### config.mk
export PLATFORM = sky130hd
export DESIGN_NAME = irq_arbiter_flat
export DESIGN_NICKNAME = d
export VERILOG_FILES = /design/src/rtl/irq_arbiter_if.sv /design/src/rtl/irq_arbiter.sv /design/src/flat_wrapper.sv
export SDC_FILE = /design/constraint.sdc
export NUM_CORES = 1
export LEC_CHECK = 0
export ABC_AREA = 1
export BUFFER_PORTS_ARGS = -buffer_cell sky130_fd_sc_hd__buf_2
export CELL_PAD_IN_SITES_DETAIL_PLACEMENT = 2
export CELL_PAD_IN_SITES_GLOBAL_PLACEMENT = 2
export CORE_MARGIN = 1.5
export CORE_UTILIZATION = 29
export DETAILED_ROUTE_END_ITERATION = 6
export PLACE_DENSITY = 0.82
export SYNTH_ARGS = -nofsm -noshare
export SYNTH_HDL_FRONTEND = slang
export SYNTH_SLANG_ARGS = --single-unit
### constraint.sdc
create_clock -name clk -period 1.7 [get_ports clk]
set_clock_uncertainty 0.2 [all_clocks]
set_input_delay 0.34 -clock clk [delete_from_list [all_inputs] [get_ports clk]]
set_output_delay 0.34 -clock clk [all_outputs]
set_load 0.1 [all_outputs]
### src/rtl/irq_arbiter_if.sv
// irq_arbiter_if: interrupt sources, CSR controls and grant outputs of the IRQ arbiter
interface irq_arbiter_if;
    logic [3:0] src_i;
    logic [3:0] en_i;
    logic [3:0] clear_i;
    logic       ack_i;
    logic [3:0] irq_o;
    logic [3:0] pending_o;
    logic       busy_o;
    modport master (output src_i, en_i, clear_i, ack_i, input irq_o, pending_o, busy_o);
    modport slave  (input src_i, en_i, clear_i, ack_i, output irq_o, pending_o, busy_o);
endinterface

### src/rtl/irq_arbiter.sv
// irq_arbiter: edge-latched pending bits, fixed-priority non-preemptive grant with post-ack holdoff
module irq_arbiter #(
    parameter int HOLDOFF = 4
) (
    input logic         clk,
    input logic         rstn,
    irq_arbiter_if.slave bus
);
    typedef enum logic [1:0] {S_IDLE, S_GRANT, S_HOLDOFF} state_t;
    state_t     state;
    logic [3:0] s1, s2, s3, pending, irq_q, cnt;
    logic       busy_q;
    logic [3:0] rise, cand, pick, ack_mask, pend_nx;
    logic       withdraw;
    assign rise     = s2 & ~s3;
    assign cand     = pending & bus.en_i;
    assign pick     = cand[3] ? 4'b1000 : cand[2] ? 4'b0100 : cand[1] ? 4'b0010 : cand[0] ? 4'b0001 : 4'b0000;
    assign ack_mask = (state == S_GRANT && bus.ack_i) ? irq_q : 4'b0000;
    // new edge beats clear, clear beats ack
    assign pend_nx  = rise | (pending & ~bus.clear_i & ~ack_mask);
    assign withdraw = ~|(irq_q & bus.en_i & ~bus.clear_i & pending);
    always_ff @(posedge clk) begin
        if (!rstn) begin
            {s1, s2, s3, pending, irq_q, cnt} <= '0;
            busy_q <= 1'b0;
            state  <= S_IDLE;
        end else begin
            s1      <= bus.src_i;
            s2      <= s1;
            s3      <= s2;
            pending <= pend_nx;
            case (state)
                S_IDLE: if (|cand) begin
                    state  <= S_GRANT;
                    irq_q  <= pick;
                    busy_q <= 1'b1;
                end
                S_GRANT: if (bus.ack_i) begin
                    irq_q <= 4'b0000;
                    cnt   <= 4'(HOLDOFF - 1);
                    state <= S_HOLDOFF;
                end else if (withdraw) begin
                    irq_q  <= 4'b0000;
                    busy_q <= 1'b0;
                    state  <= S_IDLE;
                end
                S_HOLDOFF: if (cnt == 4'd0) begin
                    busy_q <= 1'b0;
                    state  <= S_IDLE;
                end else cnt <= cnt - 4'd1;
                default: state <= S_IDLE;
            endcase
        end
    end
    assign bus.irq_o     = irq_q;
    assign bus.pending_o = pending;
    assign bus.busy_o    = busy_q;
endmodule

### src/flat_wrapper.sv
// flat-port wrapper written by rule: the top's interface ports become plain ports
module irq_arbiter_flat 
#(
    parameter int HOLDOFF = 4
)
  (clk, rstn, bus_src_i, bus_en_i, bus_clear_i, bus_ack_i, bus_irq_o, bus_pending_o, bus_busy_o);
  irq_arbiter_if bus_i ();
  input logic clk;
  input logic rstn;
  input wire logic [$bits(bus_i.src_i)-1:0] bus_src_i;
  input wire logic [$bits(bus_i.en_i)-1:0] bus_en_i;
  input wire logic [$bits(bus_i.clear_i)-1:0] bus_clear_i;
  input wire logic [$bits(bus_i.ack_i)-1:0] bus_ack_i;
  output wire logic [$bits(bus_i.irq_o)-1:0] bus_irq_o;
  output wire logic [$bits(bus_i.pending_o)-1:0] bus_pending_o;
  output wire logic [$bits(bus_i.busy_o)-1:0] bus_busy_o;
  assign bus_i.src_i = bus_src_i;
  assign bus_i.en_i = bus_en_i;
  assign bus_i.clear_i = bus_clear_i;
  assign bus_i.ack_i = bus_ack_i;
  assign bus_irq_o = bus_i.irq_o;
  assign bus_pending_o = bus_i.pending_o;
  assign bus_busy_o = bus_i.busy_o;
  irq_arbiter #(.HOLDOFF(HOLDOFF)) u_core (.clk(clk), .rstn(rstn), .bus(bus_i));
endmodule
==> results summary, run 1 <==
Dividing total power by cell area gives a power density of 1720 nW/um^2. The share of async-settable or async-resettable flops after synthesis came out at 0%. Yosys attributes the largest share of cell area to dfxtp_1 (43%), nand2_1 (13%), inv_1 (9.9%). For this design, the slowest cell found on the critical path is dfxtp_2. The number of flops mapped to enable cells by yosys is 0. The required time reported for the critical path endpoint is 1680 ps. The clock transition at the registers of the reported paths is 100 ps.

After layout, the worst path uses 96.0% of the clock period. TritonCTS built the clock tree. The y dimension of the die came out at 68.7 microns.

The first global-routing pass estimated 5.89 mm of wire. The peak fanout along the critical path came out at 4. The final-layout setup total negative slack came out at 0 ps.

The max-cap check violation count is 0. The count of clock tree sinks is 27. The clock insertion delay at the later pin of the skew report came out at 280 ps. The violation count after the first detailed-route iteration came out at 23.

The via count of the first global-routing pass is 1,283. The chip width is 68.7 microns. The cell sitting at the root of the clock tree is a clkbuf_8.

Summed over all layers, the global routing overflow is 0. Tracing the worst setup path back leads to its startpoint at u_core.cnt[0]$_SDFFE_PN0P_. At the pin with the least slew margin, the transition time is 498 ps. The worst hold slack after final layout is 35.9 ps. The total count of hold-check failures in the final report is 0.

Detailed routing inserted a total of 1,190 vias. The number of DRC violations after detailed routing came out at 0. After synthesis the netlist holds a flip-flop and latch count of 27.

The critical path goes through inv_2 -> ha_4 -> nand2_2 -> o21ai_4 -> nand2_1 -> o21ai_2 -> nor2_2 -> nor2_1 -> nor2_1. The reg-to-reg critical path startpoint is u_core.cnt[0]$_SDFFE_PN0P_. Dividing the detail-routed wire length by the instance count gives 15.4 microns. In the layout the commonest cells are nand2_1 (43), inv_1 (29), buf_2 (23).

dfxtp_1 takes more of the synthesized area than any other cell. The synthesized area came out at 1250 sq um. The count of unique library cells instantiated by Yosys is 21. The synthesized area per cell is 7.20 sq um. The buffer depth of the longest clock path came out at 2. The flow ran to the end, and the final reports show no timing, DRC or antenna violations. The total number of yosys warnings is 0. STA classifies the critical path endpoint as a register.

The post-placement cell count is 248. The arrival time of data at the critical path endpoint is 1610 ps. The post-synthesis net count is 194. The min-delay analysis places its worst path in the category in2reg. Global routing consumed, over all layers together, 17.2% of the routing resources. The critical path's largest stage delay is 350 ps.

The post-route total power is 2.73 mW. The CTS buffer count came out at 3. The routed wire length came out at 3.88 mm. The first detailed-routing pass took 4 iterations. In the final design database the tool counted 223 nets.

Once detailed placement completed, the half-perimeter wirelength came to 2.76 mm. The standard cell core area is 4090 sq um. The critical path startpoint category is a register.

The number of diodes is 0. The relative max-transition margin is 67.0%. In the final layout, the share of cells above drive strength 1 is 34.2%. The post-synthesis instance total came out at 174. The minimum period implied by the final worst setup slack is 1630 ps.

The peak ir drop on the vdd network came out at 0.780 mV. The starting density of the core came out at 30.6%. The maximum operating frequency came out at 613 MHz. The share of the synthesized area in the top cell type is 43.2%. From synthesis to final layout, the design area changed by 26.5%. Routability-driven placement finished with a final weighted congestion of 0.782. The die area came out at 4720 sq um. The start point of the worst hold path is bus_src_i[2]. The number of inserted filler cells in the final layout came out at 503. The library cell used most frequently in the layout, excluding fill and tap cells, is nand2_1.

The number of port buffers is 23. The dominant synthesized flop cell is dfxtp_1. Dividing the detail-routed via count by the number of cells gives 4.72. The largest net degree at the start of global routing came out at 22. The max-slew violation count came to 0.

The setup-violating endpoint count in the final report is 0. The start-to-end type of the worst setup path is reg2reg. The most common cell type on the critical path is nor2_1. After floorplanning, the core was divided into 23 placement rows.

The count of antenna-violating nets left after detailed routing came out at 0. The number of I/O pins is 24. The H-tree depth is 1. The post-layout instance count excluding filler cells is 252. In this run the post-CTS setup repair buffer count came out at 0. The number of antenna violations at the first check in global routing is 0.

For this design the static power due to leakage is 0.838 nW. The share of synthesized area occupied by flip-flops and latches is 43.2%.
power breakdown:
| part | internal (mW) | total [mW] | leakage (nW) | switching [mW] |
|---|---|---|---|---|
| Combinational | 0.460 | 1.47 | 0.590 | 1.02 |
| Clock | 0.167 | 0.389 | 0.0217 | 0.222 |
| Sequential | 0.764 | 0.864 | 0.227 | 0.0995 |
critical path, delay by kind of cell, from the launching register on:
| kind | cells | cell delay, ps |
|---|---|---|
| simple gates | 5 | 420 |
| flops | 1 | 350 |
| compound gates | 2 | 330 |
| fa+ha+maj | 1 | 140 |
| buf+inv | 1 | 70 |
through the flow:
| stage | util, % | area, sq um | setup slack, ps |
|---|---|---|---|
| after floorplan | - | 1260 | 9.21 |
| after global placement | 35.4 | 1450 | 46.3 |
| after detailed placement | 35.4 | 1450 | -75.5 |
| after CTS | 37.0 | 1510 | 12.0 |
| after global routing | 38.8 | 1580 | -65.0 |
| final | 38.8 | 1580 | 68.5 |
metal layers:
metal / global-route usage (%) / part of all wire [%] / vias to the layer above
met4: 2.94 / 1.0 / 0
met5: 0 / 0 / -
met2: 34.9 / 55 / 20
met3: 3.41 / 3.0 / 4
met1: 18.1 / 41 / 580
li1: - / - / 586
synthesized netlist by cell type, types with 2 or more instances:
cell type / n
nand3_1: 7
nor2_1: 21
nor2_2: 3
inv_2: 4
o21ai_2: 2
nand2_1: 44
buf_4: 2
o22ai_1: 4
nand4_1: 3
ha_1: 5
nand2_2: 3
inv_1: 33
o211ai_1: 5
a21oi_1: 5
dfxtp_1: 27
state kept, by name (all words and copies together), names as in the netlist:
signal,flops
u_core.bus.irq_o,4
u_core.bus.pending_o,4
u_core.cnt,4
u_core.s1,4
u_core.s2,4
u_core.s3,4
u_core.state,2
u_core.bus.busy_o,1
area by class of cell:
cell class	count	area, sq um	area share, %
clock buffer	3	41.3	2.61
multi-input combinational	108	639	40.4
timing repair buffer	26	138	8.69
clock inverter	1	7.51	0.474
tap	50	62.6	3.95
sequential	27	557	35.2
inverter	37	139	8.77
cells by family (layout without fill, tap and decap cells):
logic type / after synthesis / after routing / synth area share [%]
simple gates: 86 / 86 / 30.8
buf+inv: 39 / 67 / 12.3
flops: 27 / 27 / 43.2
compound gates: 17 / 17 / 8.79
fa+ha+maj: 5 / 5 / 5.00
worst paths after layout:
path | end | slack, ps | depth (start not counted)
worst max-delay path | u_core.cnt[3]$_SDFFE_PN0P_ | 70 | 9
worst min register to register | u_core.s2[0]$_SDFF_PN0_ | 220 | 2
worst min-delay path | u_core.s1[2]$_SDFF_PN0_ | 40 | 3
worst max register to register | u_core.cnt[3]$_SDFFE_PN0P_ | 70 | 9
repair_timing:
item                       in CTS  in global routing
setup endpoints to repair       9                 12
resized for setup               4                 20
hold buffers                    0                  0
pin swaps                       0                  1
(Power assumes the default switching activity.)
==> run 2: changes to the inputs <==
--- a/constraint.sdc
+++ b/constraint.sdc
@@ -4,2 +4,2 @@
 set_output_delay 0.34 -clock clk [all_outputs]
-set_load 0.1 [all_outputs]
+set_load 0.05 [all_outputs]
==> run 2 against run 1 <==
  * Setup slack worse by 12 ps
  * Sequential cell count stayed put
  * Clock-buffer cell count stayed put
  * Final cell count is 0.40% higher
  * Power is 3.0% lower
  * Hold slack worse by 2.5 ps
  * Clock power is 3% higher
  * Largest cell class unchanged
  * Largest power group unchanged
  * Maximum frequency is 0.76% lower
  * Global-route usage is 0.62 points higher
  * Register-to-register slack hardly changed
  * Combinational power is 6% lower
==> results summary, run 2 (synthesis results as in run 1) <==
The setup-violating endpoint count in the final report came out at 0 (unchanged). The count of clock tree sinks is 27 (unchanged). The endpoint of the worst-slack reg-to-reg timing path was u_core.cnt[2]$_SDFFE_PN0P_ (was u_core.cnt[3]$_SDFFE_PN0P_).

The total number of nets in the final design is 224 (was 223). The number of diodes came out at 0 (unchanged). The routed wire length is 3.77 mm (was 3.88 mm). The reg-to-reg critical path startpoint is u_core.state[0]$_SDFFE_PN0P_ (was u_core.cnt[0]$_SDFFE_PN0P_). The post-placement cell count is 248 (unchanged). The post-layout instance count excluding filler cells is 253 (was 252). The max-slew violation count was 0 (unchanged). The count of antenna-violating nets left after detailed routing came out at 0 (unchanged).

The relative max-transition margin is 82.6% (was 67.0%). The number of placement rows was 23 (unchanged). The final worst-path setup slack came out at 56.1 ps (was 68.5 ps). The number of iterations in the first detailed-routing pass is 3 (was 4). The clock transition at the registers of the reported paths came to 100 ps (about the same). The signed area change from the synthesized netlist to the final layout is 28.0% (was 26.5%). The total overflow reported by the global router is 0 (unchanged). The violation count after the first detailed-route iteration is 24 (was 23).

The register-to-register setup slack was 60 ps (was 70 ps). The cell depth of the worst flop-to-flop path is 8 (was 9). Series of cell instances along the critical path: inv_2 -> ha_4 -> inv_1 -> nand2_2 -> a21oi_4 -> nand3_1 -> nand2_1 -> a21oi_1 (was inv_2 -> ha_4 -> nand2_2 -> o21ai_4 -> nand2_1 -> o21ai_2 -> nor2_2 -> nor2_1 -> nor2_1). The peak ir drop on the vdd network came out at 0.494 mV (was 0.780 mV). The required time reported for the critical path endpoint was 1690 ps (was 1680 ps). The CTS tree is yes (unchanged). The largest net degree at the start of global routing came to 22 (unchanged). The CTS buffer count is 3 (unchanged). The H-tree depth came to 1 (unchanged). The via count of the first global-routing pass is 1,324 (was 1,283). The number of antenna violations at the first check in global routing came out at 0 (unchanged). The standard cell core area came out at 4090 sq um (unchanged). The worst hold slack after final layout came out at 33.4 ps (was 35.9 ps). The number of inserted filler cells in the final layout is 496 (was 503). The number of I/O pins came out at 24 (unchanged).

The power per standard cell area came to 1650 nW/um^2 (was 1720 nW/um^2). The placer congestion estimate is 0.821 (was 0.782). The die area came to 4720 sq um (unchanged). The minimum period implied by the final worst setup slack is 1640 ps (was 1630 ps).

The number of DRC violations after detailed routing is 0 (unchanged). The critical path startpoint category is a register (unchanged). Result of the run: finished clean (unchanged).

Commonest non-fill, non-tap cells in the layout: nand2_1 (40), inv_1 (29), dfxtp_1 (24) (was nand2_1 (43), inv_1 (29), buf_2 (23)). The classification of the worst-slack hold path is in2reg (unchanged). The total count of hold-check failures in the final report is 0 (unchanged). The critical path's largest stage delay came out at 390 ps (was 350 ps). The combined global-route utilization of all metal layers came out at 17.8% (was 17.2%). The peak fanout along the critical path was 4 (unchanged).

The chip width is 68.7 microns (unchanged). The global-route wire length before repair is 6.15 mm (was 5.89 mm). The category of the worst setup path capture point is a register (unchanged). The post-route clock period utilization came out at 96.7% (was 96.0%). The leakage component of the power is 0.847 nW (was 0.838 nW).

The leading cell type in the layout, fill and taps excluded is nand2_1 (unchanged). The critical path endpoint was u_core.cnt[2]$_SDFFE_PN0P_ (was u_core.cnt[3]$_SDFFE_PN0P_). The slew at the pin closest to its max-slew limit came to 261 ps (was 498 ps). The routed via count divided by cell count is 4.70 (was 4.72). The arrival time of data at the critical path endpoint came out at 1630 ps (was 1610 ps). The worst slack at placement came out at -176 ps (was -75.5 ps). The end-of-flow core utilization came out at 39.2% (was 38.8%). The clock insertion delay at the later pin of the skew report is 280 ps (about the same). The y dimension of the die is 68.7 microns (unchanged). The max-cap check violation count is 0 (unchanged). The starting density of the core came to 30.6% (unchanged).

The start point of the critical path was u_core.state[0]$_SDFFE_PN0P_ (was u_core.cnt[0]$_SDFFE_PN0P_). The number of port buffers came to 23 (unchanged). The buffer depth of the longest clock path is 2 (unchanged). The clock tree root driver cell is clkbuf_8 (unchanged). The maximum operating frequency was 608 MHz (was 613 MHz). The number of hold buffers added after cts is 0 (unchanged). The wire length per cell is 14.9 microns (was 15.4 microns). The slowest cell on the critical path is dfxtp_4 (was dfxtp_2). The placed wire-length estimate after detailed placement came out at 2.86 mm (was 2.76 mm). The start-to-end type of the worst setup path is reg2reg (unchanged). The via count of the routed design is 1,188 (was 1,190).

The fraction of final layout cells with drive strength greater than 1 came out at 32.5% (was 34.2%).
## run 2: critical path: cells and delay by family (launching register included)
family          cells  cell delay, ps
fa+ha+maj           1             180
compound gates      2             250
flops               1             390
simple gates        3             370
buf+inv             2             160
## run 2: worst min path at each step
stage                                       start                      end  slack (ps)  depth (start not counted)
final                                bus_src_i[3]  u_core.s1[3]$_SDFF_PN0_          30                          3
after floorplan           u_core.s1[0]$_SDFF_PN0_  u_core.s2[0]$_SDFF_PN0_         190                          2
after global placement    u_core.s1[0]$_SDFF_PN0_  u_core.s2[0]$_SDFF_PN0_         200                          2
after detailed placement  u_core.s1[1]$_SDFF_PN0_  u_core.s2[1]$_SDFF_PN0_         210                          2
after global routing                 bus_src_i[2]  u_core.s1[2]$_SDFF_PN0_          40                          3
after CTS                            bus_src_i[3]  u_core.s1[3]$_SDFF_PN0_          20                          3
## run 2: area by class of cell
type	count	area, sq um	area share (%)
clock buffer	3	41.3	2.58
clock inverter	1	8.76	0.546
inverter	37	139	8.67
multi-input combinational	108	657	41.0
sequential	27	549	34.3
tap	50	62.6	3.90
timing repair buffer	27	145	9.06
## run 2: metrics by stage
stage	power [mW]	instance area, sq um	setup TNS, ps
floorplan	1.65	1250	0
global placement	1.88	1440	0
detailed placement	1.98	1440	-739
CTS	2.46	1520	-5.75
global route	2.86	1600	-128
finish	2.65	1600	0
## run 2: routing by layer
layer  up-vias  track usage [%]  share of wire, %
met2        17             32.5                52
met3         8             2.76               2.8
met4         0             7.11               2.1
met5         -                0                 0
li1        589                -                 -
met1       574             20.6                43
## run 2: power by group
group          internal [mW]  switching, mW
Sequential             0.763          0.100
Clock                  0.173          0.229
Combinational          0.499          0.882
## run 2: timing repair
item | 4_1_cts | 5_1_grt
resized for setup | 9 | 21
pin swaps | 1 | 5
endpoints found under the setup margin | 15 | 9
setup buffers | 0 | 1
==> run 3: changes to the inputs <==
Settings changed: CELL_PAD_IN_SITES_DETAIL_PLACEMENT 2 to not set, CELL_PAD_IN_SITES_GLOBAL_PLACEMENT 2 to not set, CORE_UTILIZATION 29 to 35, PLACE_DENSITY 0.82 to 0.61, REMOVE_ABC_BUFFERS set to 1.
==> run 3 against run 2 <==
  * Global-route usage is 3.5 points lower
  * Final cell count stayed put
  * Maximum frequency is 2.1% higher
  * Non-clock buffer count is 4 higher
  * Core utilization is 6.9 points higher
  * First-iteration DRC count is 50% higher
  * Critical path type unchanged
  * Critical endpoint is now u_core.cnt[3]$_SDFFE_PN0P_
==> results summary, run 3 (synthesis results as in run 1) <==
The count of clock tree sinks came out at 27 (unchanged). Commonest non-fill, non-tap cells in the layout: nand2_1 (42), inv_1 (32), dfxtp_1 (24) (was nand2_1 (40), inv_1 (29), dfxtp_1 (24)). The minimum period implied by the final worst setup slack came out at 1610 ps (was 1640 ps).

The number of placement rows came out at 21 (was 23). The combined global-route utilization of all metal layers came to 14.3% (was 17.8%). The standard cell core area came to 3390 sq um (was 4090 sq um). The total count of hold-check failures in the final report is 0 (unchanged). The critical path startpoint category is a register (unchanged).

The arrival time of data at the critical path endpoint is 1690 ps (was 1630 ps). The routing usage on met2 was 24.9% (was 32.5%). The number of diodes is 0 (unchanged).

The routed wire length came to 2.58 mm (was 3.77 mm). The total number of nets in the final design came out at 228 (was 224). The maximum operating frequency came to 621 MHz (was 608 MHz). The number of antenna violations at the first check in global routing is 0 (unchanged).

The final worst-path setup slack came to 89.7 ps (was 56.1 ps). The total overflow reported by the global router is 0 (unchanged). Series of cell instances along the critical path: inv_1 -> ha_2 -> inv_2 -> buf_4 -> o21ai_2 -> nor2_2 -> nand2_1 -> nand2_1 -> nor2_1 (was inv_2 -> ha_4 -> inv_1 -> nand2_2 -> a21oi_4 -> nand3_1 -> nand2_1 -> a21oi_1). The total buffers and inverters traversed by the critical path came to 3 (was 2). The end-of-flow core utilization is 46.1% (was 39.2%). The clock insertion delay at the later pin of the skew report came out at 340 ps (was 280 ps). The classification of the worst-slack hold path is in2reg (unchanged). The max-slew violation count was 0 (unchanged). The peak ir drop on the vdd network came out at 0.544 mV (was 0.494 mV). The family with the most delay on the worst path is flip-flops (unchanged). The die area is 3950 sq um (was 4720 sq um).

The routed via count divided by cell count is 4.32 (was 4.70). The leading cell type in the layout, fill and taps excluded was nand2_1 (unchanged). The critical path's largest stage delay came out at 360 ps (was 390 ps). The placer congestion estimate is 0.890 (was 0.821).

The post-route clock period utilization was 94.7% (was 96.7%). The largest net degree at the start of global routing came out at 22 (unchanged). The most heavily used metal layer in global routing was met2 (unchanged). The fraction of final layout cells with drive strength greater than 1 came out at 28.0% (was 32.5%). The buffer depth of the longest clock path is 2 (unchanged).

The placed wire-length estimate after detailed placement is 1.88 mm (was 2.86 mm). The CTS buffer count is 3 (unchanged). The worst slack at placement was 31.2 ps (was -176 ps). The wire length per cell is 10.2 microns (was 14.9 microns).

The start-to-end type of the worst setup path is reg2reg (unchanged). The violation count after the first detailed-route iteration came out at 36 (was 24). The starting density of the core came to 37.0% (was 30.6%).

The slowest cell on the critical path is dfxtp_2 (was dfxtp_4). The power per standard cell area came out at 1480 nW/um^2 (was 1650 nW/um^2). The H-tree depth is 1 (unchanged). The setup-violating endpoint count in the final report was 0 (unchanged). The clock transition at the registers of the reported paths is 160 ps (was 100 ps). The number of iterations in the first detailed-routing pass is 4 (was 3). The global-route wire length before repair is 4.47 mm (was 6.15 mm).

Result of the run: finished clean (unchanged). The category of the worst setup path capture point is a register (unchanged). The sequential cell area came out at 544 sq um (was 549 sq um). The via count of the first global-routing pass is 1,084 (was 1,324). The required time reported for the critical path endpoint came to 1780 ps (was 1690 ps). The number of port buffers came to 23 (unchanged). The slew at the pin closest to its max-slew limit is 257 ps (was 261 ps). The clock tree root driver cell is clkbuf_4 (was clkbuf_8). The area occupied by multi-input gates came out at 607 sq um (was 657 sq um). The y dimension of the die came out at 62.8 microns (was 68.7 microns). The worst hold slack after final layout was 79.5 ps (was 33.4 ps).

The leakage component of the power is 0.844 nW (was 0.847 nW). The count of antenna-violating nets left after detailed routing is 0 (unchanged). The relative max-transition margin came to 83.0% (was 82.6%). The via count of the routed design is 1,092 (was 1,188). The signed area change from the synthesized netlist to the final layout came out at 24.8% (was 28.0%). The met3 capacity usage during global routing is 1.62% (was 2.76%).

The most numerous cell type found on the critical path is nand2_1. The CTS tree is yes (unchanged). The met1 layer usage reported by global route came to 17.5% (was 20.6%). The number of I/O pins came out at 24 (unchanged). The peak fanout along the critical path is 6 (was 4). The max-cap check violation count is 0 (unchanged). The chip width came out at 62.8 microns (was 68.7 microns). The number of inserted filler cells in the final layout is 368 (was 496). The number of DRC violations after detailed routing was 0 (unchanged).
run 3: cell count changes in the layout (fill, tap and decap cells not counted), moves of 3 or more:
cell and change:
clkbuf_4 +3, inv_1 +3, clkbuf_8 -3, dlygate4sd3_1 +4, inv_2 -3
run 3: per-stage QoR:
step | power [mW] | cell area, sq um | std cells | setup TNS (ps)
after CTS | 2.18 | 1500 | 252 | 0
after detailed placement | 1.88 | 1430 | 244 | 0
final | 2.31 | 1560 | 253 | 0
after floorplan | 1.65 | 1240 | 172 | 0
after global placement | 1.88 | 1430 | 244 | 0
after global routing | 2.52 | 1560 | 253 | -56.1
run 3: cell type report:
| type | count | share of cell area [%] |
|---|---|---|
| well taps | 46 | 3.68 |
| repair buffers | 31 | 11.8 |
| inverters | 37 | 8.89 |
| clock inverters | 1 | 0.480 |
| clock buffers | 3 | 1.44 |
| multi-input cells | 108 | 38.8 |
| flip-flops and latches | 27 | 34.8 |
run 3: timing repair:
action                                  CTS  global route
resized for setup                         0            15
endpoints found under the setup margin    0            13
hold buffers                              4             0
hold endpoints to repair                  4             0
buffers inserted                          0             1
run 3: worst paths after layout:
| kind | from | endpoint | slack [ps] | cells past startpoint |
|---|---|---|---|---|
| worst max-delay path | u_core.state[1]$_SDFFE_PN0P_ | u_core.cnt[3]$_SDFFE_PN0P_ | 90 | 9 |
| worst min register to register | u_core.s1[3]$_SDFF_PN0_ | u_core.s2[3]$_SDFF_PN0_ | 220 | 2 |
| worst max register to register | u_core.state[1]$_SDFFE_PN0P_ | u_core.cnt[3]$_SDFFE_PN0P_ | 90 | 9 |
| worst min-delay path | bus_clear_i[2] | u_core.bus.pending_o[2]$_SDFF_PN0_ | 80 | 4 |
run 3: worst register-to-register path, cell delays in order, from the launching register on:
cell and delay, ps:
dfxtp_2 360, inv_1 100, ha_2 260, inv_2 70, buf_4 150, o21ai_2 180, nor2_2 60, nand2_1 50
nand2_1 40, nor2_1 90
run 3: power breakdown:
part           switching, mW  internal [mW]  total (mW)
registers             0.0808          0.755       0.835
clock network          0.199         0.0901       0.289
logic                  0.750          0.431        1.18
run 3: layer usage:
metal | vias to the layer above | share of wire (%)
li1 | 598 | -
met1 | 473 | 49
met2 | 17 | 46
met3 | 4 | 3.2
met4 | 0 | 1.7
met5 | - | 0
